### src/rtl/core_pkg.sv
// Shared core types: opcodes, ALU/jump/env encodings, and
// the decode control packet passed from decode to execute.
package core_pkg;

  localparam int Ilen = 32;

  typedef enum logic [1:0] {
    AluAdd    = 2'b00,
    AluFunct  = 2'b01,
    AluBranch = 2'b10
  } aluop_e;

  typedef enum logic [1:0] {
    JumpNone = 2'b00,
    JumpJal  = 2'b01,
    JumpJalr = 2'b10
  } jump_type_e;

  typedef enum logic [1:0] {
    EnvNone  = 2'b00,
    EnvCall  = 2'b01,
    EnvBreak = 2'b10
  } env_e;

  typedef enum logic [6:0] {
    OpLoad    = 7'b0000011,
    OpAluImm  = 7'b0010011,
    OpAuipc   = 7'b0010111,
    OpAluImmW = 7'b0011011,
    OpStore   = 7'b0100011,
    OpAlu     = 7'b0110011,
    OpLui     = 7'b0110111,
    OpAluW    = 7'b0111011,
    OpBranch  = 7'b1100011,
    OpJalr    = 7'b1100111,
    OpJal     = 7'b1101111,
    OpEnv     = 7'b1110011
  } opcode_e;

  // Xlen-independent part of the packet; the Xlen-wide
  // immediate and PC ride alongside it in the stage.
  typedef struct packed {
    logic [4:0] rs1;
    logic [4:0] rs2;
    logic [4:0] rd;
    logic [2:0] funct3;
    aluop_e     aluop;
    logic       alu_use_imm;
    logic       reg_wb;
    logic       reg_lui;
    logic       is_auipc;
    logic       branch;
    logic       mem_read;
    logic       mem_write;
    logic       mem_to_reg;
    jump_type_e jump;
    logic       word;
    env_e       env;
    logic       illegal;
  } decode_pkt_t;

endpackage

### src/rtl/decode_logic.sv
// Combinational RV32I/RV64I decoder: instr -> control packet
// plus sign-extended immediate (Xlen wide).
module decode_logic
  import core_pkg::*;
#(
  parameter int Xlen = 32
) (
  input  logic [Ilen-1:0] instr,
  output decode_pkt_t     pkt,
  output logic [Xlen-1:0] imm
);

  localparam bit Rv64 = (Xlen == 64);

  logic [6:0] op;
  logic [6:0] f7;
  logic [2:0] f3;
  logic       ill;
  logic       sh_ok;
  logic       alt_ok;

  logic signed [31:0] imm_i;
  logic signed [31:0] imm_s;
  logic signed [31:0] imm_b;
  logic signed [31:0] imm_u;
  logic signed [31:0] imm_j;

  assign op = instr[6:0];
  assign f7 = instr[31:25];
  assign f3 = instr[14:12];

  assign imm_i = {{20{instr[31]}}, instr[31:20]};
  assign imm_s = {{20{instr[31]}}, instr[31:25],
                  instr[11:7]};
  assign imm_b = {{19{instr[31]}}, instr[31], instr[7],
                  instr[30:25], instr[11:8], 1'b0};
  assign imm_u = {instr[31:12], 12'b0};
  assign imm_j = {{11{instr[31]}}, instr[31],
                  instr[19:12], instr[20],
                  instr[30:21], 1'b0};

  // RV64 shifts carry a 6-bit shamt, so only [31:26] is funct
  always_comb begin
    sh_ok  = 1'b0;
    alt_ok = (f7 == 7'b0000000) || (f7 == 7'b0100000);
    if (f3 == 3'b001) begin
      sh_ok = Rv64 ? (instr[31:26] == 6'b000000)
                   : (f7 == 7'b0000000);
    end else if (f3 == 3'b101) begin
      sh_ok = Rv64 ? ((instr[31:26] == 6'b000000) ||
                      (instr[31:26] == 6'b010000))
                   : alt_ok;
    end else begin
      sh_ok = 1'b1;
    end
  end

  always_comb begin
    pkt        = '0;
    pkt.rs1    = instr[19:15];
    pkt.rs2    = instr[24:20];
    pkt.rd     = instr[11:7];
    pkt.funct3 = f3;
    pkt.aluop  = AluAdd;
    pkt.jump   = JumpNone;
    pkt.env    = EnvNone;
    imm        = '0;
    ill        = 1'b0;
    unique case (1'b1)
      (op == OpAlu): begin
        pkt.reg_wb = 1'b1;
        pkt.aluop  = AluFunct;
        ill = !((f7 == 7'b0000000) ||
                (f7 == 7'b0100000 &&
                 (f3 == 3'b000 || f3 == 3'b101)));
      end
      (op == OpAluImm): begin
        pkt.reg_wb      = 1'b1;
        pkt.aluop       = AluFunct;
        pkt.alu_use_imm = 1'b1;
        imm = Xlen'(imm_i);
        ill = !sh_ok;
      end
      (op == OpAluImmW): begin
        pkt.reg_wb      = 1'b1;
        pkt.aluop       = AluFunct;
        pkt.alu_use_imm = 1'b1;
        pkt.word        = Rv64;
        imm = Xlen'(imm_i);
        if (f3 == 3'b000) ill = 1'b0;
        else if (f3 == 3'b001) ill = (f7 != 7'b0);
        else if (f3 == 3'b101) ill = !alt_ok;
        else ill = 1'b1;
        if (!Rv64) ill = 1'b1;
      end
      (op == OpAluW): begin
        pkt.reg_wb = 1'b1;
        pkt.aluop  = AluFunct;
        pkt.word   = Rv64;
        if (f3 == 3'b000 || f3 == 3'b101) ill = !alt_ok;
        else if (f3 == 3'b001) ill = (f7 != 7'b0);
        else ill = 1'b1;
        if (!Rv64) ill = 1'b1;
      end
      (op == OpLoad): begin
        pkt.reg_wb      = 1'b1;
        pkt.mem_read    = 1'b1;
        pkt.mem_to_reg  = 1'b1;
        pkt.alu_use_imm = 1'b1;
        imm = Xlen'(imm_i);
        ill = (f3 == 3'b111) ||
              (!Rv64 && (f3 == 3'b011 || f3 == 3'b110));
      end
      (op == OpStore): begin
        pkt.mem_write   = 1'b1;
        pkt.alu_use_imm = 1'b1;
        imm = Xlen'(imm_s);
        ill = f3[2] || (!Rv64 && f3 == 3'b011);
      end
      (op == OpBranch): begin
        pkt.branch = 1'b1;
        pkt.aluop  = AluBranch;
        imm = Xlen'(imm_b);
        ill = (f3 == 3'b010) || (f3 == 3'b011);
      end
      (op == OpJal): begin
        pkt.reg_wb = 1'b1;
        pkt.jump   = JumpJal;
        imm = Xlen'(imm_j);
      end
      (op == OpJalr): begin
        pkt.reg_wb      = 1'b1;
        pkt.alu_use_imm = 1'b1;
        pkt.jump        = JumpJalr;
        imm = Xlen'(imm_i);
        ill = (f3 != 3'b000);
      end
      (op == OpLui): begin
        pkt.reg_wb  = 1'b1;
        pkt.reg_lui = 1'b1;
        imm = Xlen'(imm_u);
      end
      (op == OpAuipc): begin
        pkt.reg_wb      = 1'b1;
        pkt.is_auipc    = 1'b1;
        pkt.alu_use_imm = 1'b1;
        imm = Xlen'(imm_u);
      end
      (op == OpEnv): begin
        if (instr == 32'h0000_0073) pkt.env = EnvCall;
        else if (instr == 32'h0010_0073) pkt.env = EnvBreak;
        else ill = 1'b1;
      end
      default: ill = 1'b1;
    endcase
    // an illegal packet still flows but must have no effects
    if (ill) begin
      pkt.reg_wb     = 1'b0;
      pkt.reg_lui    = 1'b0;
      pkt.is_auipc   = 1'b0;
      pkt.branch     = 1'b0;
      pkt.mem_read   = 1'b0;
      pkt.mem_write  = 1'b0;
      pkt.mem_to_reg = 1'b0;
      pkt.jump       = JumpNone;
      pkt.word       = 1'b0;
      pkt.env        = EnvNone;
    end
    pkt.illegal = ill;
  end

endmodule

### src/rtl/decode_stage.sv
// Registered decode stage: decode_logic feeding an output
// register plus a skid entry; valid/ready on both sides, flush.
module decode_stage
  import core_pkg::*;
#(
  parameter int Xlen = 32,
  parameter int Ilen = 32
) (
  input  logic            clk_i,
  input  logic            rst_ni,
  input  logic            flush_i,
  input  logic            valid_i,
  output logic            ready_o,
  input  logic [Ilen-1:0] instr_i,
  input  logic [Xlen-1:0] pc_i,
  output logic            valid_o,
  input  logic            ready_i,
  output logic [Xlen-1:0] pc_o,
  output logic [4:0]      rs1_o,
  output logic [4:0]      rs2_o,
  output logic [4:0]      rd_o,
  output logic [2:0]      funct3_o,
  output logic [Xlen-1:0] imm_o,
  output aluop_e          aluop_o,
  output logic            alu_use_imm_o,
  output logic            reg_wb_o,
  output logic            reg_lui_o,
  output logic            is_auipc_o,
  output logic            branch_o,
  output logic            mem_read_o,
  output logic            mem_write_o,
  output logic            mem_to_reg_o,
  output jump_type_e      jump_o,
  output logic            word_o,
  output logic [1:0]      env_o,
  output logic            illegal_o
);

  typedef struct packed {
    logic [Xlen-1:0] pc;
    logic [Xlen-1:0] imm;
    decode_pkt_t     pkt;
  } entry_t;

  entry_t in_e;
  entry_t out_q;
  entry_t skid_q;
  logic   out_v;
  logic   skid_v;
  logic   acc;
  logic   drain;

  decode_logic #(.Xlen(Xlen)) u_dec (
    .instr (instr_i),
    .pkt   (in_e.pkt),
    .imm   (in_e.imm)
  );

  assign in_e.pc = pc_i;

  // ready depends only on skid state: no path from ready_i
  assign ready_o = !skid_v;
  assign acc     = valid_i && ready_o;
  assign drain   = !out_v || ready_i;

  always_ff @(posedge clk_i or negedge rst_ni) begin
    if (!rst_ni) begin
      out_v  <= 1'b0;
      skid_v <= 1'b0;
      out_q  <= '0;
      skid_q <= '0;
    end else if (flush_i) begin
      out_v  <= 1'b0;
      skid_v <= 1'b0;
    end else if (drain) begin
      // acc implies skid empty, so the two never collide
      if (skid_v) begin
        out_q  <= skid_q;
        out_v  <= 1'b1;
        skid_v <= 1'b0;
      end else if (acc) begin
        out_q <= in_e;
        out_v <= 1'b1;
      end else begin
        out_v <= 1'b0;
      end
    end else if (acc) begin
      skid_q <= in_e;
      skid_v <= 1'b1;
    end
  end

  assign valid_o       = out_v;
  assign pc_o          = out_q.pc;
  assign imm_o         = out_q.imm;
  assign rs1_o         = out_q.pkt.rs1;
  assign rs2_o         = out_q.pkt.rs2;
  assign rd_o          = out_q.pkt.rd;
  assign funct3_o      = out_q.pkt.funct3;
  assign aluop_o       = out_q.pkt.aluop;
  assign alu_use_imm_o = out_q.pkt.alu_use_imm;
  assign reg_wb_o      = out_q.pkt.reg_wb;
  assign reg_lui_o     = out_q.pkt.reg_lui;
  assign is_auipc_o    = out_q.pkt.is_auipc;
  assign branch_o      = out_q.pkt.branch;
  assign mem_read_o    = out_q.pkt.mem_read;
  assign mem_write_o   = out_q.pkt.mem_write;
  assign mem_to_reg_o  = out_q.pkt.mem_to_reg;
  assign jump_o        = out_q.pkt.jump;
  assign word_o        = out_q.pkt.word;
  assign env_o         = out_q.pkt.env;
  assign illegal_o     = out_q.pkt.illegal;

endmodule

### config.mk
export PLATFORM = sky130hd
export DESIGN_NAME = decode_stage
export DESIGN_NICKNAME = d
export VERILOG_FILES = /design/src/rtl/core_pkg.sv /design/src/rtl/decode_logic.sv /design/src/rtl/decode_stage.sv
export SDC_FILE = /design/constraint.sdc
export NUM_CORES = 1
export LEC_CHECK = 0
export ABC_AREA = 1
export CORE_MARGIN = 1.5
export CORE_UTILIZATION = 44
export DETAILED_ROUTE_END_ITERATION = 8
export PLACE_DENSITY = 0.69
export RECOVER_POWER = 100
export SYNTH_ARGS = -nofsm -noshare
export SYNTH_HDL_FRONTEND = slang
export SYNTH_SLANG_ARGS = --single-unit
### constraint.sdc
create_clock -name clk_i -period 2.66 [get_ports clk_i]
set_input_delay 0.399 -clock clk_i [delete_from_list [all_inputs] [get_ports clk_i]]
set_output_delay 0.399 -clock clk_i [all_outputs]
set_load 0.02 [all_outputs]
==> metrics.md <==
| Metric | Value |
|---|---|
| Status | finished, violations left |
| Failing checks | max-capacitance violations, max-slew violations |
| Crit path buffers/inverters | 1 |
| Combinational share of power | 0.192 |
| Worst setup SP type | input pin |
| Overflow after GRT | 0 |
| Worst vdd ir | 0.000441 V |
| RSZ-0062 raised after global routing | false |
| Delay-heaviest family, CP | compound AO/OA/AOI/OAI gates |
| Vias in the first global route | approximately 7,500 |
| Ys async rst share | 1.00 |
| CP Class | in2reg |
| Pre-CTS setup slack | 0.269 ns |
| Synth area leader | dfrtp_1 |
| CTS Buf Count | 17 |
| # H-tree levels | 4 |
| Post-synthesis sequential area ratio | 0.539 |
| Max incr delay on CP | ~0.62 ns |
| Drt first-iter violations | around 530 |
| Clock sink total | around 190 |
| Reg-to-reg endpoint | skid_q[9] |
| Sequential power share | 0.479 |
| Number of max-cap violations | 1 |
| Mapped Cells | 1,141 |
| FF+latch count, synth | 194 |
| Clk root buf | clkbuf_16 |
| Leak | 5.91 nW |
| Die area | roughly 21,000 sq um |
| Die Width | 146 um |
| Int Power | 0.00550 W |
| Synth top area cells | dfrtp_1 54%, nand2_1 15%, o21ai_0 12%, nor2_1 3.9%, inv_1 3.8% |
| Post-Syn Nets | between 1,000 and 1,500 |
| Post-DRT Antenna Nets | 0 |
| RR Startpoint | skid_v |
| 1st-pass router iterations | 6 |
| Max Freq | 0.421 GHz |
| Finished Cell Area | 11,400 sq um |
| Post-CTS setup buffer count | 0 |
| Hold depth | 2 |
| WP data required | 2.97 ns |
| Ys flop type | dfrtp_1 |
| Top cells by count, synth | 369 x nand2_1, 212 x o21ai_0, 194 x dfrtp_1 |
| Post-detail-place hpwl | around 16 mm |
| PD cells | 673 nW/um^2 |
| Post-synth top area share | 0.539 |
| Tcrit/Tclk final | 0.893 |
| Crit-path cells | dlygate4sd3_1, nor2_1, nand2_1, nor2_2, nor2_2, nand2_1, o21ai_1, o21ai_0, o21ai_0, nand2_1 |
| CTS resizes | 0 |
| # rows | 52 |
| First-pass GRT wire length | 38.8 mm |
| P_sw | 0.00220 W |
| Initial Utilization | 0.446 |
| Hold crit path type | reg2reg |
| Hold path start | imm_o[17] |
| Arrival time at the worst endpoint | 2.68 ns |
| Crit path capture type | flop |
| Reg2Reg Setup Slack | roughly 0.44 ns |
| CTS Buffer Depth | 2 |
| Mapped Area | 9000 sq um |
| Global Route Usage Sum | 0.225 |
| Reg2reg path depth | 6 |
| Hold-fix buffers, CTS | 1 |
| Port bufs | 167 |
| Routed WL | 23.0 mm |
| Die Y | 146 um |
| Vias per inst | 5.00 |
| Hold Path End | imm_o[17] |
| Max_slew headroom | -0.150 |
| Clock skew | about 0.0095 ns |
| RD Place Congestion | about 0.88 |
| Slew @ Worst Pin | 1.73 ns |
| DRC violations left | 0 |
| DR WL/cell | approximately 15 um |
| Critical path's most frequent cell | nand2_1 |
| Setup slack after layout | 0.285 ns |
| Final Hold Viols | 0 |
| Count of different cell masters after synthesis | 33 |
| CTS tree | built |
| Nets | 1,355 |
| Layout cells sized above 1 | 0.0508 |
| Vias | 7,843 |
| Clk_lat worst skew | 0.43 ns |
| Util after Layout | 0.567 |
| Area after detailed placement | 11,000 sq um |
| Total Neg Setup Slack | 0 ns |
| Largest net degree at the start of global routing | 98 |
| Clk pwr share | 0.328 |
| Most common cell in the synthesized netlist | nand2_1 |
| # IOs | 169 |
| Setup Viol. Count Final | 0 |
| Filler cell count | approximately 1,900 |
| Area growth syn-to-layout | 26.9% |
| Core Footprint | 20,200 sq um |
| EDFF count, synth | 0 |
| Clock transition at the registers of the reported paths | roughly 0.070 ns |
| Syn_area_per_cell | 7.89 sq um |
| Initial antenna violation count | 0 |
| Ant diodes | 0 |
| Minimum clock period | 2.37 ns |
| Slowest CP cell | dlygate4sd3_1 |
| Synthesis Warnings | 0 |
| Sw Share | 0.285 |
| CP Max Fanout | 8 |
| Pins over their slew limit | 66 |
kinds of logic after synthesis:
kind of cell / Yosys count / synth area share
compound gates: 264 / 0.153
buf+inv: 163 / 0.0724
flops: 194 / 0.539
other cells: 1 / 0.000416
simple gates: 519 / 0.235
placed cells by master, fill, tap and decap left out, drive strengths merged:
| cell | netlist | routed |
|---|---|---|
| a21boi | 2 | 2 |
| a21o | 1 | 1 |
| a21oi | 24 | 24 |
| a22oi | 1 | 1 |
| a2bb2oi | 5 | 5 |
| a31oi | 12 | 12 |
| and2 | 2 | 2 |
| buf | 17 | 15 |
| bufinv | 0 | 2 |
| clkbuf | 50 | 32 |
| clkdlybuf4s50 | 0 | 65 |
| clkinv | 1 | 8 |
| clkinvlp | 0 | 1 |
| conb | 1 | 1 |
| dfrtp | 194 | 194 |
| dlygate4sd3 | 0 | 102 |
| inv | 95 | 95 |
| nand2 | 373 | 373 |
| nand3 | 40 | 40 |
| nand4 | 1 | 1 |
| nor2 | 99 | 99 |
| nor3 | 2 | 2 |
| o2111ai | 1 | 1 |
| o21ai | 217 | 217 |
| o22ai | 1 | 1 |
| or2 | 2 | 2 |
worst min-delay path: cells and delay by family (launching register included):
kind	cells	cell delay (ns)
flops	1	0.34
simple gates	2	0.10
layout make-up:
class	count	area, sq um	share of cell area
Multi-Input combinational cell	784	3430	0.300
Timing Repair Buffer	193	1870	0.164
Inverter	96	363	0.0317
Sequential cell	194	4850	0.425
Clock buffer	21	460	0.0403
Clock inverter	10	110	0.00963
Tap cell	270	338	0.0296
worst max-delay path by stage:
stage / start / end / slack [ns] / depth (start not counted)
after global routing: instr_i[2] / imm_o[19] / 0.11 / 10
after CTS: skid_v / ready_o / 0.27 / 2
after floorplan: instr_i[1] / imm_o[30] / 0.98 / 13
after global placement: instr_i[2] / illegal_o / 0.29 / 13
after detailed placement: instr_i[4] / imm_o[21] / 0.27 / 14
final: instr_i[2] / imm_o[19] / 0.29 / 10
sequential cells by signal (all words and copies together) (netlist names):
register and flops:
jump_o 2, valid_o 1, rs2_o 5, branch_o 1
reg_lui_o 1, pc_o 32, skid_q 96, funct3_o 3
rs1_o 5, skid_v 1, is_auipc_o 1, aluop_o 2
env_o 2, illegal_o 1, mem_write_o 1, mem_read_o 1
imm_o 32, reg_wb_o 1, alu_use_imm_o 1, rd_o 5
metrics by stage:
step / total power [W] / cells / hold slack (ns)
6_report: 0.00770 / 1568 / 0.471
5_1_grt: 0.00811 / 1568 / 0.498
4_1_cts: 0.00786 / 1568 / 0.481
3_5_place_dp: 0.00532 / 1536 / 0.433
3_3_place_gp: 0.00528 / 1536 / 0.431
2_1_floorplan: 0.00453 / 1141 / 0.103
per-layer routing:
layer	track usage	vias up	share of wire
li1	-	3926	-
met5	0	-	0
met1	0.314	3699	0.47
met2	0.361	197	0.47
met3	0.0369	21	0.045
met4	0.0677	0	0.014
power groups by stage:
stage,Clock (W),Sequential [W],Combinational (W)
floorplan,0,0.00394,0.000589
global placement,0,0.00373,0.00155
detailed placement,0,0.00375,0.00158
CTS,0.00257,0.00370,0.00159
global route,0.00269,0.00375,0.00166
finish,0.00253,0.00369,0.00148
(Power assumes the default switching activity.)
